## src/rtl/exception_handler.sv

```systemverilog
// Trap/return sequencer with supervisor CSRs (sstatus, stvec, sepc, scause).
// Optional macro EXT_INT_EN adds a level-sensitive ext_irq input that traps with cause 8'h89.
module exception_handler #(
  parameter logic [31:0] TRAP_VECTOR = 32'h0000_0100
) (
  input  logic        clk,
  input  logic        rst,
  input  logic        ex_valid,
  input  logic [31:0] ex_pc,
  input  logic        int_signal,
  input  logic [7:0]  scause_in,
  input  logic        mret,
`ifdef EXT_INT_EN
  input  logic        ext_irq,
`endif
  input  logic        csr_we,
  input  logic [11:0] csr_addr,
  input  logic [31:0] csr_wdata,
  output logic [31:0] csr_rdata,
  output logic        redirect_valid,
  output logic [31:0] redirect_pc,
  output logic        flush,
  output logic        busy,
  output logic [31:0] sepc,
  output logic [7:0]  scause,
  output logic        sie,
  output logic [1:0]  dbg_state
);

  // Handshake: a redirect is a single-cycle pulse with redirect_valid=1 and
  // no ready; fetch must accept it in that cycle. While busy=1 the upstream
  // pipeline holds and int_signal/mret are ignored.

  typedef enum logic [1:0] {
    IDLE = 2'd0,
    TRAP = 2'd1,
    RET  = 2'd2
  } state_t;

  localparam logic [11:0] ADDR_SSTATUS = 12'h100;
  localparam logic [11:0] ADDR_STVEC   = 12'h105;
  localparam logic [11:0] ADDR_SEPC    = 12'h141;
  localparam logic [11:0] ADDR_SCAUSE  = 12'h142;
  localparam logic [7:0]  IRQ_CAUSE    = 8'h89;

  state_t      state;
  logic [31:0] stvec;
  logic        spie;

  logic        take_exc;
  logic        take_irq;
  logic        take_trap;
  logic        take_ret;
  logic [7:0]  trap_cause;
  logic        wr_sstatus;
  logic        wr_stvec;
  logic        wr_sepc;
  logic        wr_scause;
  logic [31:0] wdata_aligned;
  logic [31:0] stvec_next;
  logic [31:0] sepc_next;

  always_comb begin
    take_exc = ex_valid & int_signal;
`ifdef EXT_INT_EN
    take_irq = ext_irq & sie & ~take_exc;
`else
    take_irq = 1'b0;
`endif
    take_trap  = (state == IDLE) & (take_exc | take_irq);
    take_ret   = (state == IDLE) & ex_valid & mret & ~int_signal & ~take_irq;
    trap_cause = take_exc ? scause_in : IRQ_CAUSE;
  end

  always_comb begin
    wr_sstatus    = csr_we & (csr_addr == ADDR_SSTATUS);
    wr_stvec      = csr_we & (csr_addr == ADDR_STVEC);
    wr_sepc       = csr_we & (csr_addr == ADDR_SEPC);
    wr_scause     = csr_we & (csr_addr == ADDR_SCAUSE);
    wdata_aligned = {csr_wdata[31:2], 2'b00};
    // Values the registers hold after this edge, so a redirect launched on the
    // same edge as a CSR write points where the architectural state points.
    stvec_next    = wr_stvec ? wdata_aligned : stvec;
    sepc_next     = wr_sepc  ? wdata_aligned : sepc;
  end

  always_comb begin
    csr_rdata = 32'h0;
    case (csr_addr)
      ADDR_SSTATUS: csr_rdata = {26'h0, spie, 3'b000, sie, 1'b0};
      ADDR_STVEC:   csr_rdata = stvec;
      ADDR_SEPC:    csr_rdata = sepc;
      ADDR_SCAUSE:  csr_rdata = {24'h0, scause};
      default:      csr_rdata = 32'h0;
    endcase
  end

  always_ff @(posedge clk) begin
    if (rst) begin
      state          <= IDLE;
      sepc           <= 32'h0;
      scause         <= 8'h0;
      sie            <= 1'b0;
      spie           <= 1'b0;
      stvec          <= TRAP_VECTOR;
      redirect_valid <= 1'b0;
      redirect_pc    <= 32'h0;
      flush          <= 1'b0;
      busy           <= 1'b0;
    end else begin
      stvec <= stvec_next;
      sepc  <= sepc_next;
      if (wr_sstatus) begin
        sie  <= csr_wdata[1];
        spie <= csr_wdata[5];
      end
      if (wr_scause) scause <= csr_wdata[7:0];

      state          <= IDLE;
      redirect_valid <= 1'b0;
      flush          <= 1'b0;
      busy           <= 1'b0;

      // Trap/MRET updates come last so they override a same-cycle CSR write.
      if (take_trap) begin
        sepc           <= ex_pc;
        scause         <= trap_cause;
        spie           <= sie;
        sie            <= 1'b0;
        state          <= TRAP;
        redirect_valid <= 1'b1;
        flush          <= 1'b1;
        busy           <= 1'b1;
        redirect_pc    <= stvec_next;
      end else if (take_ret) begin
        sie            <= spie;
        spie           <= 1'b1;
        state          <= RET;
        redirect_valid <= 1'b1;
        flush          <= 1'b1;
        busy           <= 1'b1;
        redirect_pc    <= sepc_next;
      end
    end
  end

  assign dbg_state = state;

endmodule
```

## config.mk

```make
export PLATFORM = sky130hd
export DESIGN_NAME = exception_handler
export DESIGN_NICKNAME = d
export VERILOG_FILES = /design/src/rtl/exception_handler.sv
export SDC_FILE = /design/constraint.sdc
export NUM_CORES = 1
export LEC_CHECK = 0
export CORE_UTILIZATION = 25
export CTS_CLUSTER_SIZE = 25
export DETAILED_ROUTE_END_ITERATION = 10
export GPL_TIMING_DRIVEN = 0
export SLEW_MARGIN = 20
export SYNTH_ARGS = -nofsm -noshare
export SYNTH_HDL_FRONTEND = slang
export SYNTH_SLANG_ARGS = --single-unit
```

## constraint.sdc

```tcl
create_clock -name clk -period 6.4 [get_ports clk]
set_clock_uncertainty 0.1 [all_clocks]
set_input_delay 0.96 -clock clk [delete_from_list [all_inputs] [get_ports clk]]
set_output_delay 0.96 -clock clk [all_outputs]
set_load 0.005 [all_outputs]
```

==> results.toml, run 1 <==
[yosys]
synth_top_area_share_pct = 43.4
synth_edf_count = 0
synth.area.top_cells = "dfxtp_1 (43%), mux2i_1 (8.0%), a311oi_1 (5.2%)"
synth_nets = 659
ys.warnings.count = 0
ys_types = 39
ys_seq_area_share_pct = 43.4
ys_async_sr_fraction_pct = 0
netlist.top_cell.by_area = "dfxtp_1"
synth_cells = 569
ys_seq_elements = 109
avgSynthCellArea_um2 = 8.84
yosysMostFrequentCell = "dfxtp_1"
yosys_most_used_dff = "dfxtp_1"
syn_area_um2 = 5030
synth_commonest_cells = "dfxtp_1 (109), nand2_1 (70), nor2_1 (65)"

[global_route]
grt_pass1_wl_um = 31200
grtUsageMet1_pct = 27.0
grt_max_degree = 18
grt_pass1_vias = 5276
antenna_found_initial = 0
grt.busiest_layer = "met2"
use_met2_pct = 34.2
grt-ovfl-total = 0
grt_util_all_layers_pct = 20.5
grtUsageMet3_pct = 3.90

[drt]
post_drt_wl_per_cell_um = 20.6
wl_um = 21500
vias = 5400
drc = 0
viasPerCell = 5.16
drt_iter0_drc = 406
dr.pass1.iters = 5
drtAntennaViolNets = 0

[floorplan]
core_um2 = 19600
io-pin-count = 200
die_x_um = 144
die_y_um = 144
dieArea_um2 = 20700
placementRows = 51
initial_core_util_pct = 25.7

[clocking]
clk_latency_ps = 350
path_clk_slew_ps = 70
cts_buffers = 9
cts_post_setup_buffers_inserted = 0
cts_resized = 0
cts_tree = "built"
cts_buffer_depth = 2
htreeDepth = 3
postCtsHoldBufs = 0
clock-sinks = 109
cts_root_buf = "clkbuf_16"

[cells_and_area]
synthToLayoutAreaGrowth_pct = 52.4
drive_gt1_share_pct = 4.09
fin_nets = 867
n_antenna_cell = 0

[sta]
grt_setup_unrepaired = "false"
max_freq_ghz = 0.184
fin_crit_sh_pct = 85.0
tns_ps = 0
fin_ws_ps = 962
finalHoldViolations = 0
slew-limit-headroom_pct = 25.6
maxSlewViolCount = 0
period_needed_ps = 5440
tightest_slew_ps = 1110
setup_viol = 0

[setup_path]
cp_cell_sequence = "clkdlybuf4s50_1, or4_4, nor4_1, clkbuf_1, a222oi_1, inv_1, clkdlybuf4s50_1"
path_common_cell = "clkdlybuf4s50_1"
startpoint_type = "input port"
cp.arrival_ps = 4380
criticalPathCategory = "input port to primary output"
cp_data_required_time_ps = 5340
slowest_delay_ps = 960
crit_slowest_cell = "nor4_1"
cp_max_fo = 10
crit_path_end_kind = "primary output"

[run]
max_cap_violations = 0

[pwr]
max-vdd-ir-drop_v = 0.000114
pwr_density_cell_nw_per_um2 = 201
p_leak_nw = 2.86

[placement]
place_hpwl_um = 15600
io_buffer_count = 197
post-place-ws_ps = 1010
gp_congestion = 0.830

[run_status]
outcome = "finished, final reports clean"

[worst_hold_path]
hold_path.class = "register to register"
==> power breakdown <==
group | internal [W] | total, W | switching, W
Combinational | 0.000111 | 0.000200 | 0.0000887
Sequential | 0.000700 | 0.000723 | 0.0000236
Clock | 0.000353 | 0.000617 | 0.000263
==> per-layer routing <==
metal	vias up	share of wire, %
li1	2559	-
met1	2585	46
met2	242	47
met3	14	6.8
met4	0	0.89
met5	-	0
==> sequential cells by signal, summed over array words and instances, names as in the netlist <==
signal	cells
busy	1
dbg_state	2
redirect_pc	32
scause	8
sepc	32
sie	1
spie	1
stvec	32
==> placed cells by master, fill, tap and decap left out, types with 3 or more instances in the layout <==
master           count
nor2_1              65
clkdlybuf4s50_1    197
nand3_1             38
clkbuf_1            50
nand2b_1             3
mux2i_1             40
a32oi_1             30
o311a_1              8
nor3b_1              3
buf_6                4
clkbuf_16            9
a222oi_1             6
o21ai_0              8
a22o_1              24
a311oi_1            30
o211ai_1            30
nand2_1             70
inv_1               10
dfxtp_1            109
nor4_1               3
buf_2                3
a21oi_1              5
==> critical path, delay by kind of cell <==
family	cells	cell delay, ps
simple gates	2	1540
compound gates	1	220
buf+inv	4	1660
==> metrics by stage <==
stage               cell area, um^2  hold WS [ps]  std cells  util, %  total power [W]
global route                   7660           398       1047     39.1          0.00159
finish                         7660           383       1047     39.1          0.00154
global placement               7330           353       1031     37.4         0.000938
detailed placement             7340           362       1031     37.5         0.000939
floorplan                      5030           358        569        -         0.000797
CTS                            7660           380       1047     39.1          0.00156
==> worst paths after layout <==
kind                        from        endpoint  slack [ps]  cells past startpoint
setup / recovery     csr_addr[3]    csr_rdata[0]         960                      7
hold / removal    redirect_pc[0]  redirect_pc[0]         380                      2
setup reg to reg    dbg_state[1]        sepc[26]        3740                      5
hold reg to reg   redirect_pc[0]  redirect_pc[0]         380                      2
==> cells by family after synthesis <==
group	count (synthesis)	share of synthesized area, %
simple gates	204	18.5
compound gates	147	24.2
flops	109	43.4
buf+inv	69	5.97
mux	40	7.96
==> final cells by class <==
cell class,count,area [um^2]
fill,2045,11900
multi-input combinational,391,2550
sequential,109,2180
timing repair buffer,197,1970
tap,265,332
buffer,59,263
clock buffer,10,239
clock inverter,6,86.3
inverter,10,37.5
No activity file was read; power rests on OpenSTA's default activity.
==> run 2: changes to the inputs <==
clock period = 5 ns   (was 6.4 ns; I/O delays follow)
==> run 2 against run 1 <==
First-iteration DRC count decreased by 7.1%. Setup slack worse by 730 ps. Routed wire length up 0.29%. Register-to-register slack worse by 1400 ps. Sequential cell count stayed put. Via count grew 0.28%. Utilization is essentially flat. Worst hold slack worse by 0.85 ps. Total power is 28% higher. Non-clock buffer count unchanged.
==> results.toml, run 2 (synthesis gave the netlist of run 1 again) <==
[setup_path]
crit_path_end_kind = "primary output"
cp_data_required_time_ps = 4150
slowest_delay_ps = 660
cp_cell_sequence = "clkdlybuf4s50_1, or4_4, nor4_2, clkbuf_1, a222oi_1, inv_1, clkdlybuf4s50_1"
crit_slowest_cell = "nor4_2"
startpoint_type = "input port"
criticalPathCategory = "input port to primary output"
cp_max_fo = 10
cp.arrival_ps = 3910
path_common_cell = "clkdlybuf4s50_1"

[sta]
maxSlewViolCount = 0
grt_setup_unrepaired = "false"
fin_ws_ps = 237
tns_ps = 0
tightest_slew_ps = 1030
max_freq_ghz = 0.210
period_needed_ps = 4760
slew-limit-headroom_pct = 30.4
finalHoldViolations = 0
setup_viol = 0
fin_crit_sh_pct = 95.3

[placement]
gp_congestion = 0.830
post-place-ws_ps = 33.0
io_buffer_count = 197
place_hpwl_um = 15600

[global_route]
grt_pass1_wl_um = 31200
grt_max_degree = 18
grt-ovfl-total = 0
grtUsageMet3_pct = 3.90
grtUsageMet1_pct = 27.0
grt_util_all_layers_pct = 20.5
use_met2_pct = 34.2
grt_pass1_vias = 5276
antenna_found_initial = 0
grt.busiest_layer = "met2"

[clocking]
cts_root_buf = "clkbuf_16"
cts_buffers = 9
clock-sinks = 109
path_clk_slew_ps = 70
htreeDepth = 3
cts_buffer_depth = 2
cts_tree = "built"
postCtsHoldBufs = 0
clk_latency_ps = 350

[pwr]
power_frac_clock_pct = 40.0
p_leak_nw = 2.86
pwr_density_cell_nw_per_um2 = 257
seqPwrFrac_pct = 47.0
p_int_w = 0.00149
netSwitchingFraction_pct = 24.4
p_sw_w = 0.000480
p_comb_share_pct = 13.0
power_w = 0.00197
max-vdd-ir-drop_v = 0.000147

[cells_and_area]
regArea_um2 = 2180
n_antenna_cell = 0
synthToLayoutAreaGrowth_pct = 52.5
fin_nets = 867
final_common_cell = "clkdlybuf4s50_1"
nFillCells = 2045
top_regs = "redirect_pc x32, sepc x32, stvec x32"
multi_input_area_um2 = 2560
most-common-layout-cells = "clkdlybuf4s50_1 (197), dfxtp_1 (109), nand2_1 (70), nor2_1 (65), clkbuf_1 (50)"
final_core_utilization_pct = 39.2
drive_gt1_share_pct = 4.22

[drt]
dr.pass1.iters = 5
drc = 0
post_drt_wl_per_cell_um = 20.6
vias = 5415
drt_iter0_drc = 377
drtAntennaViolNets = 0
wl_um = 21600
viasPerCell = 5.17

[floorplan]
io-pin-count = 200
die_x_um = 144
placementRows = 51
initial_core_util_pct = 25.7
die_y_um = 144
core_um2 = 19600
dieArea_um2 = 20700

[run_status]
outcome = "finished, final reports clean"

[run]
max_cap_violations = 0

[worst_hold_path]
hold_path.class = "register to register"
[run 2: final cells by class]
class / instances / share of cell area (%)
flip-flops and latches: 109 / 28.5
multi-input cells: 391 / 33.4
clock buffers: 10 / 3.12
well taps: 265 / 4.32
plain buffers: 59 / 3.43
clock inverters: 6 / 1.13
repair buffers: 197 / 25.7
inverters: 10 / 0.489
[run 2: stage by stage]
step	area [um^2]	hold WS, ps	instances
floorplan	5030	358	569
global placement	7330	353	1031
detailed placement	7340	362	1031
CTS	7660	380	1047
global route	7670	398	1047
finish	7670	383	1047
[run 2: worst paths after layout]
check | from | endpoint | slack, ps | cells after the start
setup reg to reg | dbg_state[1] | sepc[26] | 2360 | 5
hold reg to reg | redirect_pc[0] | redirect_pc[0] | 380 | 2
setup / recovery | csr_addr[3] | csr_rdata[0] | 240 | 7
hold / removal | redirect_pc[0] | redirect_pc[0] | 380 | 2
[run 2: timing repair]
action                     in CTS  in global routing
buffers inserted                0                  0
setup endpoints to repair       0                 30
gates resized for setup         0                  1
[run 2: worst max-delay path, delay by kind of cell]
family | cells | cell delay [ps]
AO/OA/AOI/OAI | 1 | 230
AND/OR/NAND/NOR | 2 | 1240
buffers and inverters | 4 | 1690
[run 2: power groups by stage]
stage,sequential (W),combinational (W),clock [W]
2_1_floorplan,0.000940,0.0000801,0
3_3_place_gp,0.000946,0.000255,0
3_5_place_dp,0.000946,0.000256,0
4_1_cts,0.000926,0.000257,0.000812
5_1_grt,0.000929,0.000275,0.000835
6_report,0.000926,0.000256,0.000789
[run 2: per-layer routing]
layer / vias to the layer above / part of all wire, %
met4: 0 / 0.92
met5: - / 0
met3: 14 / 6.4
met1: 2613 / 46
li1: 2559 / -
met2: 229 / 47
==> run 3: changes to the inputs <==
CORE_MARGIN = 2   (was not set)
clock period = 5.4 ns   (was 5 ns; I/O delays follow)
==> run 3 against run 2 <==
Sequential cell count unchanged. Via count shrank 0.68%. Combinational power shrank 7%. Non-clock buffer count stayed put. First-iteration DRC count decreased by 9.8%. Setup slack better by 95 ps. Register-to-register slack improved by 410 ps. Critical path type unchanged.
==> results.toml, run 3 (synthesis gave the netlist of run 1 again) <==
[sta]
period_needed_ps = 5070
fin_crit_sh_pct = 93.9
tns_ps = 0
max_freq_ghz = 0.197
maxSlewViolCount = 0
tightest_slew_ps = 985
setup_viol = 0
finalHoldViolations = 0
slew-limit-headroom_pct = 33.7
grt_setup_unrepaired = "false"

[floorplan]
io-pin-count = 200
initial_core_util_pct = 25.7
placementRows = 51
die_x_um = 146
core_um2 = 19600
die_y_um = 146
dieArea_um2 = 21300

[setup_path]
slowest_delay_ps = 870
cp_cell_sequence = "clkdlybuf4s50_1, or4_4, nor4_1, clkbuf_1, a222oi_1, inv_1, clkdlybuf4s50_1"
crit_path_end_kind = "primary output"
criticalPathCategory = "input port to primary output"
path_common_cell = "clkdlybuf4s50_1"
startpoint_type = "input port"
cp-startpoint = "csr_addr[3]"
r2r_start = "dbg_state[0]"
cp_data_required_time_ps = 4490
cp.arrival_ps = 4160
crit_slowest_cell = "nor4_1"
cp_max_fo = 10

[pwr]
p_int_w = 0.00128
netSwitchingFraction_pct = 25.2
seqPwrFrac_pct = 49.9
p_leak_nw = 2.84
p_sw_w = 0.000433
power_w = 0.00172
p_comb_share_pct = 13.8
max-vdd-ir-drop_v = 0.000140
power_frac_clock_pct = 36.3
pwr_density_cell_nw_per_um2 = 226

[clocking]
cts_post_setup_buffers_inserted = 0
cts_tree = "built"
cts_buffer_depth = 2
cts_resized = 0
clk_latency_ps = 360
path_clk_slew_ps = 70
htreeDepth = 3
cts_buffers = 9
cts_root_buf = "clkbuf_16"
postCtsHoldBufs = 0
clock-sinks = 109

[global_route]
grt_util_all_layers_pct = 19.9
grt-ovfl-total = 0
grt_max_degree = 16
antenna_found_initial = 0
grt_pass1_wl_um = 32500
grt_pass1_vias = 5384

[cells_and_area]
regArea_um2 = 2180
multi_input_area_um2 = 2550
drive_gt1_share_pct = 3.59
n_antenna_cell = 0
most-common-layout-cells = "clkdlybuf4s50_1 (197), dfxtp_1 (109), nand2_1 (70), nor2_1 (65), clkbuf_1 (53)"
final_common_cell = "clkdlybuf4s50_1"
top_regs = "redirect_pc x32, sepc x32, stvec x32"
fin_cells = 1046
final_area_um2 = 7600
synthToLayoutAreaGrowth_pct = 51.1
fin_nets = 867
nFillCells = 2018

[placement]
dpl-instance-area_um2 = 7340
place_hpwl_um = 15700
gp_congestion = 0.809
post-place-cells = 1031
io_buffer_count = 197

[worst_hold_path]
hold_path.class = "register to register"
holdCritStartpoint = "redirect_pc[0]"

[drt]
vias = 5378
wl_um = 21800
drtAntennaViolNets = 0
drt_iter0_drc = 340
viasPerCell = 5.14
dr.pass1.iters = 5
drc = 0
post_drt_wl_per_cell_um = 20.8

[run_status]
outcome = "finished, final reports clean"

[run]
max_cap_violations = 0
==> run 3: layout make-up <==
| cell class | count | area share (%) |
|---|---|---|
| Multi-Input combinational cell | 391 | 33.6 |
| Sequential cell | 109 | 28.7 |
| Timing Repair Buffer | 197 | 26.0 |
| Tap cell | 265 | 4.36 |
| Buffer | 59 | 3.46 |
| Clock buffer | 13 | 3.29 |
| Inverter | 10 | 0.494 |
| Clock inverter | 2 | 0.132 |
==> run 3: metrics by stage <==
stage | hold slack, ps | setup WS [ps] | util [%]
6_report | 394 | 332 | 38.8
3_3_place_gp | 350 | 341 | 37.4
4_1_cts | 375 | 311 | 38.8
2_1_floorplan | 358 | 2090 | -
3_5_place_dp | 357 | 315 | 37.5
5_1_grt | 401 | 191 | 38.8
==> run 3: power by group through the flow <==
stage          Sequential (W)  Clock, W  Combinational [W]
2_1_floorplan        0.000870         0          0.0000742
6_report             0.000857  0.000623           0.000237
3_3_place_gp         0.000876         0           0.000236
5_1_grt              0.000861  0.000667           0.000255
3_5_place_dp         0.000876         0           0.000237
4_1_cts              0.000857  0.000638           0.000239
==> run 3: worst paths after layout <==
kind | endpoint | slack [ps] | cells past startpoint
max | csr_rdata[2] | 330 | 7
min reg2reg | redirect_pc[0] | 390 | 2
min | redirect_pc[0] | 390 | 2
max reg2reg | sepc[23] | 2770 | 5
==> run 3: layer usage <==
layer	part of all wire (%)	wire length, um	global-route usage [%]	vias up
met2	47	10200	32.9	234
li1	-	-	-	2564
met1	44	9620	26.1	2562
met5	0	0	0	-
met3	7.6	1650	4.36	18
met4	1.3	272	5.39	0
==> run 3: critical path, delay by kind of cell <==
family,cells,cell delay [ps]
AO/OA/AOI/OAI,1,240
AND/OR/NAND/NOR,2,1450
buffers and inverters,4,1650
